## src/rtl/alu_mc_pkg.sv

```systemverilog
// Shared opcodes, FSM state, iterator mode and flag layout for the alu_mc
// multi-cycle ALU and its iterative mul/div datapath.
package alu_mc_pkg;

   localparam logic [3:0] OP_ADD  = 4'b0000;
   localparam logic [3:0] OP_SUB  = 4'b0001;
   localparam logic [3:0] OP_AND  = 4'b0010;
   localparam logic [3:0] OP_ORR  = 4'b0011;
   localparam logic [3:0] OP_EOR  = 4'b0110;
   localparam logic [3:0] OP_MUL  = 4'b1000;
   localparam logic [3:0] OP_UDIV = 4'b1001;

   localparam int FLAG_N = 3;
   localparam int FLAG_Z = 2;
   localparam int FLAG_C = 1;
   localparam int FLAG_V = 0;

   typedef enum logic [1:0] {IDLE, BUSY, DONE} state_e;
   typedef enum logic {MODE_MUL, MODE_DIV} iter_mode_e;

   function automatic logic [3:0] pack_flags(input logic n, input logic z,
                                             input logic c, input logic v);
      logic [3:0] f;
      f         = '0;
      f[FLAG_N] = n;
      f[FLAG_Z] = z;
      f[FLAG_C] = c;
      f[FLAG_V] = v;
      return f;
   endfunction

endpackage

```

## src/rtl/alu_mc_iter.sv

```systemverilog
// Iterative datapath: one shift-add (MUL) or restoring subtract-shift (UDIV) step
// per enabled cycle. The multiplier is only built when ALU_MC_MUL_EN is defined.
module alu_mc_iter
   import alu_mc_pkg::*;
#(
   parameter int WIDTH = 32
) (
   input  logic             clk,
   input  logic             reset_n,
   input  logic             start_i,
   input  iter_mode_e       mode_i,
   input  logic [WIDTH-1:0] a_i,
   input  logic [WIDTH-1:0] b_i,
   input  logic             step_i,
   output logic [WIDTH-1:0] res_o,
   output logic             last_o
);

   localparam int CNT_W = $clog2(WIDTH) + 1;

   // acc: product (MUL) or partial remainder (UDIV)
   // opa: shifting multiplicand (MUL) or dividend/quotient (UDIV)
   // opb: shifting multiplier (MUL) or fixed divisor (UDIV)
   logic [WIDTH-1:0] acc_q, acc_d;
   logic [WIDTH-1:0] opa_q, opa_d;
   logic [WIDTH-1:0] opb_q, opb_d;
   logic [CNT_W-1:0] cnt_q, cnt_d;
   iter_mode_e       mode_q, mode_d;

   logic [WIDTH:0]   rem_sh;
   logic [WIDTH:0]   diff;
   logic [WIDTH-1:0] rem_next;
   logic [WIDTH-1:0] quo_next;
   logic [WIDTH-1:0] prod_next;

   // A zero divisor never borrows, so the quotient naturally comes out all ones.
   always_comb begin
      rem_sh   = {acc_q, opa_q[WIDTH-1]};
      diff     = rem_sh - {1'b0, opb_q};
      rem_next = diff[WIDTH] ? rem_sh[WIDTH-1:0] : diff[WIDTH-1:0];
      quo_next = {opa_q[WIDTH-2:0], ~diff[WIDTH]};
   end

`ifdef ALU_MC_MUL_EN
   assign prod_next = opb_q[0] ? (acc_q + opa_q) : acc_q;
`else
   assign prod_next = '0;
`endif

   // NOTE: every next-state signal gets its hold value first, so no latch is inferred.
   always_comb begin
      acc_d  = acc_q;
      opa_d  = opa_q;
      opb_d  = opb_q;
      cnt_d  = cnt_q;
      mode_d = mode_q;
      if (start_i) begin
         mode_d = mode_i;
         cnt_d  = CNT_W'(WIDTH);
         acc_d  = '0;
         opa_d  = a_i;
         opb_d  = b_i;
      end else if (step_i) begin
         cnt_d = cnt_q - CNT_W'(1);
         if (mode_q == MODE_DIV) begin
            acc_d = rem_next;
            opa_d = quo_next;
         end else begin
            acc_d = prod_next;
            opa_d = opa_q << 1;
            opb_d = opb_q >> 1;
         end
      end
   end

   // NOTE: state updates use non-blocking assignment so all registers sample together.
   always_ff @(posedge clk or negedge reset_n) begin
      if (!reset_n) begin
         acc_q  <= '0;
         opa_q  <= '0;
         opb_q  <= '0;
         cnt_q  <= '0;
         mode_q <= MODE_MUL;
      end else begin
         acc_q  <= acc_d;
         opa_q  <= opa_d;
         opb_q  <= opb_d;
         cnt_q  <= cnt_d;
         mode_q <= mode_d;
      end
   end

   // Result of the step being taken this cycle; the top captures it on the last one.
   assign res_o  = (mode_q == MODE_DIV) ? quo_next : prod_next;
   assign last_o = (cnt_q == CNT_W'(1));

endmodule

```

## src/rtl/alu_mc.sv

```systemverilog
// Multi-cycle ALU with valid/ready handshakes: single-cycle ADD/SUB/logic ops plus
// iterative UDIV, and MUL when ALU_MC_MUL_EN is defined (otherwise 1000 is illegal).
module alu_mc
   import alu_mc_pkg::*;
#(
   parameter int WIDTH = 32
) (
   input  logic             clk,
   input  logic             reset_n,
   input  logic             in_valid,
   output logic             in_ready,
   input  logic [WIDTH-1:0] a,
   input  logic [WIDTH-1:0] b,
   input  logic [3:0]       op,
   output logic             out_valid,
   input  logic             out_ready,
   output logic [WIDTH-1:0] result,
   output logic [3:0]       flags,
   output logic             div0,
   output logic             illegal
);

   state_e           state_q, state_d;
   logic [WIDTH-1:0] result_q, result_d;
   logic [3:0]       flags_q, flags_d;
   logic             div0_q, div0_d;
   logic             illegal_q, illegal_d;
   logic             div0_pend_q, div0_pend_d;

   logic             accept;
   logic             is_iter;
   iter_mode_e       iter_mode;
   logic [WIDTH-1:0] iter_res;
   logic             iter_last;
   logic             iter_step;

   logic             sub;
   logic [WIDTH-1:0] b_x;
   logic [WIDTH:0]   sum;
   logic [WIDTH-1:0] sc_res;
   logic             sc_c;
   logic             sc_v;
   logic             sc_ill;

   always_comb begin
      is_iter   = 1'b0;
      iter_mode = MODE_DIV;
      if (op == OP_UDIV) is_iter = 1'b1;
`ifdef ALU_MC_MUL_EN
      if (op == OP_MUL) begin
         is_iter   = 1'b1;
         iter_mode = MODE_MUL;
      end
`endif
   end

   // Single-cycle ops; MUL/UDIV codes land in default but are steered away by is_iter.
   always_comb begin
      sub    = (op == OP_SUB);
      b_x    = sub ? ~b : b;
      sum    = {1'b0, a} + {1'b0, b_x} + {{WIDTH{1'b0}}, sub};
      sc_res = '0;
      sc_c   = 1'b0;
      sc_v   = 1'b0;
      sc_ill = 1'b0;
      case (op)
         OP_ADD, OP_SUB: begin
            sc_res = sum[WIDTH-1:0];
            sc_c   = sum[WIDTH];
            sc_v   = ~(a[WIDTH-1] ^ b[WIDTH-1] ^ sub) & (a[WIDTH-1] ^ sum[WIDTH-1]);
         end
         OP_AND:  sc_res = a & b;
         OP_ORR:  sc_res = a | b;
         OP_EOR:  sc_res = a ^ b;
         default: sc_ill = 1'b1;
      endcase
   end

   always_ff @(posedge clk or negedge reset_n) begin
      if (!reset_n) state_q <= IDLE;
      else          state_q <= state_d;
   end

   always_comb begin
      state_d = state_q;
      case (state_q)
         IDLE:    if (accept) state_d = is_iter ? BUSY : DONE;
         BUSY:    if (iter_last) state_d = DONE;
         DONE: begin
            if (out_ready) begin
               if (in_valid) state_d = is_iter ? BUSY : DONE;
               else          state_d = IDLE;
            end
         end
         default: state_d = IDLE;
      endcase
   end

   always_comb begin
      in_ready  = 1'b0;
      out_valid = 1'b0;
      case (state_q)
         IDLE: in_ready = 1'b1;
         DONE: begin
            in_ready  = out_ready;
            out_valid = 1'b1;
         end
         default: ;
      endcase
   end

   assign accept    = in_valid & in_ready;
   assign iter_step = (state_q == BUSY);

   alu_mc_iter #(.WIDTH(WIDTH)) u_iter (
      .clk     (clk),
      .reset_n (reset_n),
      .start_i (accept & is_iter),
      .mode_i  (iter_mode),
      .a_i     (a),
      .b_i     (b),
      .step_i  (iter_step),
      .res_o   (iter_res),
      .last_o  (iter_last)
   );

   // Outputs only change on a fresh single-cycle accept or the final iteration,
   // which keeps them stable while the consumer stalls.
   always_comb begin
      result_d    = result_q;
      flags_d     = flags_q;
      div0_d      = div0_q;
      illegal_d   = illegal_q;
      div0_pend_d = div0_pend_q;
      if (accept) begin
         if (is_iter) begin
            div0_pend_d = (iter_mode == MODE_DIV) && (b == '0);
         end else begin
            result_d  = sc_res;
            flags_d   = pack_flags(sc_res[WIDTH-1], sc_res == '0, sc_c, sc_v);
            div0_d    = 1'b0;
            illegal_d = sc_ill;
         end
      end else if (iter_step && iter_last) begin
         result_d  = iter_res;
         flags_d   = pack_flags(iter_res[WIDTH-1], iter_res == '0, 1'b0, 1'b0);
         div0_d    = div0_pend_q;
         illegal_d = 1'b0;
      end
   end

   always_ff @(posedge clk or negedge reset_n) begin
      if (!reset_n) begin
         result_q    <= '0;
         flags_q     <= '0;
         div0_q      <= 1'b0;
         illegal_q   <= 1'b0;
         div0_pend_q <= 1'b0;
      end else begin
         result_q    <= result_d;
         flags_q     <= flags_d;
         div0_q      <= div0_d;
         illegal_q   <= illegal_d;
         div0_pend_q <= div0_pend_d;
      end
   end

   assign result  = result_q;
   assign flags   = flags_q;
   assign div0    = div0_q;
   assign illegal = illegal_q;

endmodule

```

## config.mk

```make
export PLATFORM = sky130hd
export DESIGN_NAME = alu_mc
export DESIGN_NICKNAME = d
export VERILOG_FILES = /design/src/rtl/alu_mc_pkg.sv /design/src/rtl/alu_mc_iter.sv /design/src/rtl/alu_mc.sv
export SDC_FILE = /design/constraint.sdc
export NUM_CORES = 1
export LEC_CHECK = 0
export ABC_CLOCK_PERIOD_IN_PS = 2930
export BUFFER_PORTS_ARGS = -buffer_cell sky130_fd_sc_hd__buf_2
export CAP_MARGIN = 20
export CORE_MARGIN = 5
export CORE_UTILIZATION = 45
export DETAILED_ROUTE_END_ITERATION = 8
export PLACE_DENSITY = 0.71
export SYNTH_ARGS = -nofsm -noshare
export SYNTH_HDL_FRONTEND = slang
export SYNTH_SLANG_ARGS = --single-unit
```

## constraint.sdc

```tcl
create_clock -name clk -period 2.93 [get_ports clk]
set_input_delay 0.1465 -clock clk [delete_from_list [all_inputs] [get_ports clk]]
set_output_delay 0.1465 -clock clk [all_outputs]
set_load 0.02 [all_outputs]
```

Yosys cells after proc, flatten, opt, wreduce, memory -nomap -nowiden
Cells that the tools add are included.
{"block": "word_totals", "ff_bits": 144, "inputBits": 72, "out_inout_bits": 40, "wordCells": 93}
{"block": "op_classes", "addsub": 4, "eq_ne": 13, "muxes": 39, "bitwise": 12, "n_reduce_logical": 14}
{"op": "$mux W32", "count": 14}
{"op": "$pmux W32 S4", "count": 1}
{"op": "$logic_not A32 Y1", "count": 3}
{"op": "$add A32 B32 Y33", "count": 1}
{"op": "$add A33 B1 Y33", "count": 1}
{"op": "$sub A33 B32 Y33", "count": 1}
{"op": "$and A32 B32 Y32", "count": 1}
{"op": "$not A32 Y32", "count": 1}
{"op": "$or A32 B32 Y32", "count": 1}
{"op": "$xor A32 B32 Y32", "count": 1}
{"op": "$mux W1", "count": 12}
{"op": "$mux W4", "count": 3}
{"op": "$mux W6", "count": 2}
{"op": "$mux W2", "count": 5}
{"op": "$eq A4 B2 Y1 const B", "count": 2}
{"op": "$ne A2 B2 Y1 const B", "count": 4}
{"op": "$eq A6 B1 Y1 const B", "count": 1}
{"op": "$pmux W2 S3", "count": 1}
{"op": "$reduce_and A2 Y1", "count": 3}
{"op": "$sub A6 B1 Y6 const B", "count": 1}
{"op": "$reduce_or A5 Y1", "count": 1}
{"op": "$eq A4 B1 Y1 const B", "count": 1}
{"op": "$eq A4 B3 Y1 const B", "count": 1}
{"op": "$eq A4 B4 Y1 const B", "count": 1}
{"op": "13 further kinds", "count": 19}

Logic depth before layout (Yosys ltp)
Gate-level depths: netlist of run 1.
{"block": "depth", "word_depth": 9, "ltp_mapped": 19, "mapped_depth_nobuf": 16}

Modules after synthesis
A second synthesis of run 1 with hierarchy kept.
{"block": "unflattened", "cells_unflattened": 1602, "hier_area_um2": 13137.6}
{"mod": "alu_mc_iter", "instances": 1, "cells_per_inst": 760, "area_per_inst_um2": 6756.5, "seq_area_each_um2": 2577.5}
{"mod": "alu_mc", "instances": 1, "cells_per_inst": 842, "area_per_inst_um2": 6381.1, "seq_area_each_um2": 1001.0}

Least setup slack after synthesis of run 1
No wires, ideal clock.
{"block": "synth_path", "path_type": "input to register", "startpoint": "input port op[2]", "endpoint": "register flags_q[2] (netlist: flags[2])", "setup_time_ps": 131, "arrival_ps": 3808, "required_time_ps": 2799, "path_slack_ps": -1009, "path_stages": 19, "path_buffers": 4, "path_cell_list": "buf_6 -> nor4b_2 -> buf_4 -> buf_1 -> xnor2_1 -> ha_1 -> clkbuf_1 -> a21oi_1 -> o21ai_0 -> or3_1 -> o211ai_1 -> and3_4 -> o21ai_0 -> a311o_1 -> xor2_1 -> nand2_1 -> nand4_1 -> nor3_1 -> or3_1"}
{"block": "synth_via", "elab_chain_cells": 8, "word_cells_on_any_way": 17, "classes_between": "2 x add/sub; 6 x eq/ne; 5 x mux; 4 x reduce/logical"}
{"element": "start, declared", "line": "alu_mc.sv:14", "rtl": "input logic [3:0] op,"}
{"element": "$eq A4 B1 Y1", "line": "alu_mc.sv:59, alu_mc.sv:66"}
{"element": "$mux W32", "line": "alu_mc.sv:60", "rtl": "b_x = sub ? ~b : b;"}
{"element": "$add A32 B32 Y33", "line": "alu_mc.sv:61", "rtl": "sum = {1'b0, a} + {1'b0, b_x} + {{WIDTH{1'b0}}, sub};"}
{"element": "$add A33 B1 Y33", "line": "alu_mc.sv:61"}
{"element": "$pmux W32 S4", "line": "alu_mc.sv:66", "rtl": "case (op)"}
{"element": "$logic_not A32 Y1", "line": "alu_mc.sv:140", "rtl": "flags_d = pack_flags(sc_res[WIDTH-1], sc_res == '0, sc_c, sc_v);"}
{"element": "$mux W4", "line": "alu_mc.sv:136", "rtl": "if (is_iter) begin"}
{"element": "$mux W4", "line": "alu_mc.sv:135", "rtl": "if (accept) begin"}
{"element": "end signal, assigned", "line": "alu_mc.sv:161", "rtl": "flags_q <= flags_d;"}
{"element": "end, declared", "line": "alu_mc.sv:25", "rtl": "logic [3:0] flags_q, flags_d;"}
Several ways; a longest one is shown, not always the timed one. The select of a mux whose other input is x is not followed.
A chain may end at the register's enable or synchronous reset.

Final worst setup path of run 1
{"block": "layout_path", "startpoint": "register u_iter.opb_q[0]", "endpoint": "register flags_q[2] (netlist: flags[2])"}
{"block": "layout_via", "elab_chain_cells": 6}
{"element": "start, declared", "line": "alu_mc_iter.sv:26", "rtl": "logic [WIDTH-1:0] opb_q, opb_d;"}
{"element": "start signal, assigned", "line": "alu_mc_iter.sv:87", "rtl": "opb_q <= opb_d;"}
{"element": "$sub A33 B32 Y33", "line": "alu_mc_iter.sv:39", "rtl": "diff = rem_sh - {1'b0, opb_q};"}
{"element": "$not A1 Y1", "line": "alu_mc_iter.sv:41", "rtl": "quo_next = {opa_q[WIDTH-2:0], ~diff[WIDTH]};"}
{"element": "$mux W32", "line": "alu_mc_iter.sv:94", "rtl": "assign res_o = (mode_q == MODE_DIV) ? quo_next : prod_next;"}
{"element": "$logic_not A32 Y1", "line": "alu_mc.sv:146", "rtl": "flags_d = pack_flags(iter_res[WIDTH-1], iter_res == '0, 1'b0, 1'b0);"}
{"element": "$mux W4", "line": "alu_mc.sv:144", "rtl": "end else if (iter_step && iter_last) begin"}
{"element": "$mux W4", "line": "alu_mc.sv:135"}
No other way between the ends. The select of a mux whose other input is x is not followed.

==> impl_metrics.tcl, run 1 <==
set metrics [dict create \
    status "finished, violations left" \
    violations "negative setup slack" \
    cts_buffers 17 \
    vdd_ir_drop_max_uv 377 \
    synth-async-reset-ratio 1.00 \
    io_buffers 111 \
    wl_per_cell_um 21.1 \
    layout_commonest_cell "buf_4" \
    yosysWarnings 0 \
    post-route-util 0.675 \
    die_x_um 174 \
    cp.arrival_ns 3.77 \
    ys_ff_latch 143 \
    ys_types 73 \
    area_growth_syn_to_layout_pct 48.9 \
    grt_pass1_wl_um 71700 \
    min-delay-start "a[25]" \
    clock_sinks 143 \
    r2r-start "u_iter.opb_q[0]" \
    synthFlopType "dfrtp_1" \
    initial_utilization 0.453 \
    placeableCoreArea_mm2 0.0267 \
    layout_common_cells "buf_4, nand2_1, dfrtp_1" \
    max_freq_mhz 290 \
    ys_seq_area_frac 0.296 \
    drive_gt1_frac 0.371 \
    synthesis.area_mm2 0.0121 \
    fill_cells 2069 \
    yosys.area.top_type_share 0.296 \
    dpl.hpwl_um 33600 \
    rsz0062_at_grt "yes" \
    finalMaxSlewViolations 0 \
    period_share 1.18 \
    synthCells 1488 \
    slew_headroom 0.482 \
    p_leak_uw 0.00868 \
    synth_edf_count 0 \
    crit_start "u_iter.opb_q[0]" \
    fin_skew_ns 0.0185 \
    boundaryPins 112 \
    setup_slack_ns -0.518 \
    grt_max_degree 80 \
    dr.pass1.iters 5 \
    drt_iter0_markers 1235 \
    cts_tree "yes" \
    die_y_um 174 \
    h-tree-depth 4 \
    insertion_delay_ns 0.44 \
    routed_via_density 5.89 \
    start_kind "flop" \
    gp_congestion 0.969 \
    row_count 60 \
    worstMarginPinSlew_ns 0.777 \
    antenna_found_initial 1 \
    path_class "reg2reg" \
    whs_ns 0.0448 \
    drt.antenna.violating_nets 0 \
    grt_use_total 0.296 \
    nNetsFinal 2142 \
    powerDensity_mw_per_mm2 633 \
    cts.clk_slew.worst_paths_ns 0.09 \
    clockBufferDepth 2 \
    setup_viol 46 \
    drv_cap 0 \
    grt_overflow_total 0 \
    yosysTopAreaCell "dfrtp_1" \
    hold_path_class "in2reg" \
    route.detailed.drc 0 \
    finalHoldViolations 0 \
    period_minus_slack_ns 3.45 \
    critPathCaptureType "flop" \
    rrSetupSlack_ns -0.52 \
    synth_nets 1699 \
    cp_max_fo 5 \
    critical_path_required_ns 3.25 \
    clock-root-buffer "clkbuf_16" \
    die_area_mm2 0.0302 \
    synth.avg_cell_area_um2 8.11 \
    num_vias 13455 \
    first_global_vias 12851 \
    drt-total-wl_um 48300 \
    synth_area_leaders "dfrtp_1, ha_1, nand2_1" \
]
per-stage QoR:
stage / total power, µW / setup WS, ns / cell area (µm²) / instances / TNS (ns)
after floorplan: 5730 / -0.583 / 12200 / 1488 / -3.67
after CTS: 10800 / -0.376 / 17200 / 2271 / -10.50
after global routing: 12000 / -0.641 / 18000 / 2285 / -21.69
final: 11400 / -0.518 / 18000 / 2286 / -16.25
after detailed placement: 7770 / -1.03 / 15400 / 2184 / -24.15
after global placement: 7630 / -0.876 / 15400 / 2184 / -22.18
routing by layer:
metal | GRT usage | vias up | wire (µm)
met5 | 0 | - | 0
met4 | 0.0980 | 0 | 1950
met3 | 0.0554 | 130 | 3620
li1 | - | 6178 | -
met2 | 0.485 | 617 | 22900
met1 | 0.394 | 6530 | 19800
logic make-up (layout without fill, tap and decap cells):
logic type,count (synthesis),count (layout),synth area share
simple gates,434,434,0.166
fa+ha+maj,139,139,0.145
mux,39,39,0.0325
buf+inv,190,646,0.0611
flops,143,143,0.296
other cells,0,1,0
compound gates,458,458,0.237
xor+xnor,85,85,0.0623
flip-flops by register name (all words and copies together) (netlist names):
| name | cells |
|---|---|
| div0 | 1 |
| div0_pend_q | 1 |
| flags | 3 |
| illegal | 1 |
| result | 32 |
| state_q | 2 |
| u_iter.acc_q | 32 |
| u_iter.cnt_q | 6 |
| u_iter.mode_q | 1 |
| u_iter.opa_q | 32 |
| u_iter.opb_q | 32 |
power by group:
group	switching [µW]	total, µW	internal (µW)
combinational	3050	5850	2810
sequential	575	3150	2580
clock	1070	2380	1310
total	4690	11400	6690
timing repair:
item / CTS / global route
pin swaps: 83 / 91
resized for setup: 143 / 137
setup buffers: 47 / 29
endpoints found under the hold margin: 81 / 0
gates cloned: 7 / 2
setup endpoints to repair: 51 / 57
hold buffers: 5 / 0
path summary, 6_finish.rpt:
| kind | to | cells past startpoint |
|---|---|---|
| worst max-delay path | flags[2] | 15 |
| worst min-delay path | u_iter.opa_q[25] | 3 |
| worst max register to register | flags[2] | 15 |
| worst min register to register | result[20] | 1 |
| max in group asynchronous | u_iter.acc_q[24] | 3 |
| min in group asynchronous | result[23] | 2 |
cells in the mapped netlist, drive strengths merged (4+ instances only):
library cell  instances
o41ai                 4
nor2b                 9
o31ai                11
mux2i                37
o21bai                4
o31a                  5
nor3b                 5
nor2                 90
xnor2                58
o211ai               10
a21boi                7
o21ai               148
and4                  4
dfrtp               143
a211oi               11
nor3                 21
ha                  137
nand2               203
clkbuf               59
a221o                 5
or3                   5
inv                 114
a31oi                17
a311oi                4
o21a                  8
and3                 11
a21o                 26
xor2                 27
nand2b                9
nand4                11
nand3                20
or2                   6
buf                  17
a21oi               110
and2                  9
a22o                  6
nor4                 20
a221oi               13
a22oi                47
layout make-up:
cell class	count	area, µm²	share of cell area
Multi-Input combinational cell	1155	9020	0.502
Inverter	114	428	0.0238
Clock buffer	17	425	0.0237
Clock inverter	15	193	0.0107
Timing Repair Buffer	500	3910	0.217
Tap cell	341	427	0.0237
Sequential cell	143	3580	0.199
Antenna cell	1	2.50	0.000139
worst max-delay path, cell delays in order (launching register included):
cell       delay [ns]
dfrtp_1          0.42
ha_4             0.17
fa_2             0.23
nor2b_4          0.05
o31a_1           0.26
o21ai_2          0.20
a31oi_4          0.14
a31o_4           0.29
a21o_1           0.20
o21ai_2          0.18
o21a_2           0.23
xor2_4           0.14
buf_12           0.18
clkbuf_16        0.16
and3_1           0.16
or3_1            0.32
Power figures use the tool's default switching activity.
==> run 2, diff against run 1 <==
ABC_AREA = 1   (was not set)
PLACE_DENSITY = 0.7   (was 0.71)
==> run 2 against run 1 <==
The flow now finishes without violations; worst hold slack got worse by 0.012 ns; flip-flop and latch count unchanged; via count increased by 1.9%; routed wire length decreased by 9.4%; clock-buffer cell count unchanged; combinational power decreased by 27%; critical path type is now in2reg.
==> impl_metrics.tcl, run 2 <==
set metrics [dict create \
    status "complete, no violations" \
    worst_path_largest_cell_delay_ns 0.36 \
    route.detailed.drc 0 \
    initial_utilization 0.455 \
    critPathSlowestCell "ha_1" \
    ys_ff_latch 143 \
    worstMarginPinSlew_ns 0.758 \
    max_freq_mhz 361 \
    routed_via_density 5.60 \
    synthesis.area_mm2 0.0130 \
    drt.antenna.violating_nets 0 \
    drt_iter0_markers 1365 \
    dr.pass1.iters 6 \
    cp_cell_sequence "buf_2 > nor2_1 > nand2_1 > buf_12 > buf_4 > xor2_1 > ha_1 > nand2_1 > nor2_1 > buf_4 > nand2_1 > nor2_1 > nor2_1 > a21oi_1 > nor2_1 > nor2_1 > nand3_1 > nor2_1 > nand3_1 > a21oi_1" \
    cp_max_fo 23 \
    synth_nets 2078 \
    critical_path_required_ns 3.28 \
    fin_skew_ns 0.0134 \
    synth-async-reset-ratio 1.00 \
    drive_gt1_frac 0.155 \
    p_leak_uw 0.00813 \
    synthCells 1867 \
    dp_slack_ns -0.181 \
    ys_types 56 \
    path_class "in2reg" \
    layout_commonest_cell "nand2_1" \
    antenna_found_initial 0 \
    vdd_ir_drop_max_uv 541 \
    yosys.area.top_type_share 0.275 \
    crit_family "simple AND/OR/NAND/NOR gates" \
    grt_use_total 0.262 \
    synth_common_cells "nand2_1, inv_1, nor2_1, a21oi_1, dfrtp_1" \
    synth.avg_cell_area_um2 6.97 \
    h-tree-depth 4 \
    cts_tree "yes" \
    cp_num_cells 20 \
    min_path_cells 3 \
    powerDensity_mw_per_mm2 626 \
    cts.clk_slew.worst_paths_ns 0.08 \
    synth_edf_count 0 \
    cp_num_buf_inv 4 \
    synthFlopType "dfrtp_1" \
    die_y_um 180 \
    wl_per_cell_um 17.8 \
    io_buffers 111 \
    drv_cap 0 \
    clockBufferDepth 2 \
    die_x_um 180 \
    drt-total-wl_um 43700 \
    finalHoldViolations 0 \
    clock-root-buffer "clkbuf_16" \
    row_count 62 \
    grt_max_degree 70 \
    clock_sinks 143 \
    setup_slack_ns 0.161 \
    die_area_mm2 0.0324 \
    critPathCaptureType "flop" \
    whs_ns 0.0330 \
    nNetsFinal 2264 \
    finalMaxSlewViolations 0 \
    setup_viol 0 \
    cp.arrival_ns 3.12 \
    cts_buffers 17 \
    grt_pass1_wl_um 69300 \
    cp_common_cell "nor2_1" \
    gp_congestion 0.960 \
    n_antenna_cell 0 \
    period_share 0.945 \
    reg2reg_depth 18 \
    yosysWarnings 0 \
    synth_area_leaders "dfrtp_1, ha_1, nand2_1" \
    rsz0062_at_grt "no" \
    insertion_delay_ns 0.43 \
    area_growth_syn_to_layout_pct 18.3 \
    first_global_vias 13188 \
    rrSetupSlack_ns 0.23 \
    placeableCoreArea_mm2 0.0286 \
    hold_path_class "in2reg" \
    period_minus_slack_ns 2.77 \
    boundaryPins 112 \
    slew_headroom 0.490 \
    layout_common_cells "nand2_1, inv_1, nor2_1" \
    ys_seq_area_frac 0.275 \
    start_kind "primary input" \
    grt_overflow_total 0 \
    yosysMostFrequentCell "nand2_1" \
    num_vias 13711 \
    yosysTopAreaCell "dfrtp_1" \
    dpl.hpwl_um 34700 \
]
-- run 2: cell types whose count changed in the layout (fill, tap and decap cells not counted), sizes merged, moves of 15 or more --
| cell | previous run | this run |
|---|---|---|
| xor2 | 27 | 46 |
| mux2i | 37 | 0 |
| buf | 492 | 233 |
| nand3b | 3 | 18 |
| nor2 | 90 | 227 |
| inv | 123 | 248 |
| nand3 | 20 | 78 |
| xnor2 | 58 | 12 |
| o21ai | 148 | 133 |
| nand2 | 203 | 412 |
| a22oi | 47 | 20 |
| a21oi | 110 | 153 |
-- run 2: final cells by class --
cell class,count,area [µm²]
Fill cell,2716,13200
Multi-Input combinational cell,1413,8240
Sequential cell,143,3580
Timing Repair Buffer,235,1570
Inverter,243,925
Tap cell,384,480
Clock buffer,17,425
Clock inverter,15,189
-- run 2: worst reg2reg max path: cells and delay by family (launching register included) --
kind | cells | cell delay (ns)
AO/OA/AOI/OAI | 3 | 0.37
adder cells (fa/ha/maj) | 2 | 0.59
buffers and inverters | 4 | 0.44
flip-flops | 1 | 0.36
AND/OR/NAND/NOR | 9 | 0.83
-- run 2: cells by family after synthesis --
group | share of synthesized area
buffers and inverters | 0.0964
flip-flops | 0.275
adder cells (fa/ha/maj) | 0.135
AND/OR/NAND/NOR | 0.254
XOR/XNOR | 0.0390
AO/OA/AOI/OAI | 0.201
-- run 2: through the flow --
| stage | area (µm²) | total power, µW | instances | setup TNS (ns) | utilization |
|---|---|---|---|---|---|
| global route | 15400 | 10300 | 2450 | 0 | 0.538 |
| finish | 15400 | 9640 | 2450 | 0 | 0.538 |
| global placement | 14700 | 7200 | 2414 | -0.702 | 0.514 |
| detailed placement | 14700 | 7300 | 2415 | -0.781 | 0.514 |
| CTS | 15400 | 9550 | 2449 | 0 | 0.536 |
| floorplan | 13000 | 5960 | 1867 | 0 | - |
-- run 2: power breakdown --
group          total, µW  switching [µW]  internal (µW)
clock               2220            1060           1170
combinational       4250            2640           1620
sequential          3160             552           2610
-- run 2: worst paths after layout --
kind	endpoint	startpoint
setup / recovery	flags[2]	op[2]
hold / removal	u_iter.opa_q[27]	a[27]
setup reg to reg	u_iter.acc_q[3]	u_iter.opa_q[31]
hold reg to reg	result[16]	result[16]
max in group asynchronous	result[2]	reset_n
min in group asynchronous	result[10]	reset_n
-- run 2: metal layers --
metal  wire, µm  GRT usage  vias up  share of wire
met5          0          0        -              0
met1      19100      0.360     6376           0.44
met4       1800      0.102        0          0.041
met2      19100      0.408      627           0.44
li1           -          -     6595              -
met3       3640     0.0519      113          0.083
-- run 2: what timing repair did --
| action | 4_1_cts | 5_1_grt |
|---|---|---|
| setup buffers | 0 | 1 |
| gates resized for setup | 0 | 10 |
| endpoints found under the setup margin | 0 | 33 |
| endpoints found under the hold margin | 68 | 0 |
| hold buffers | 2 | 0 |
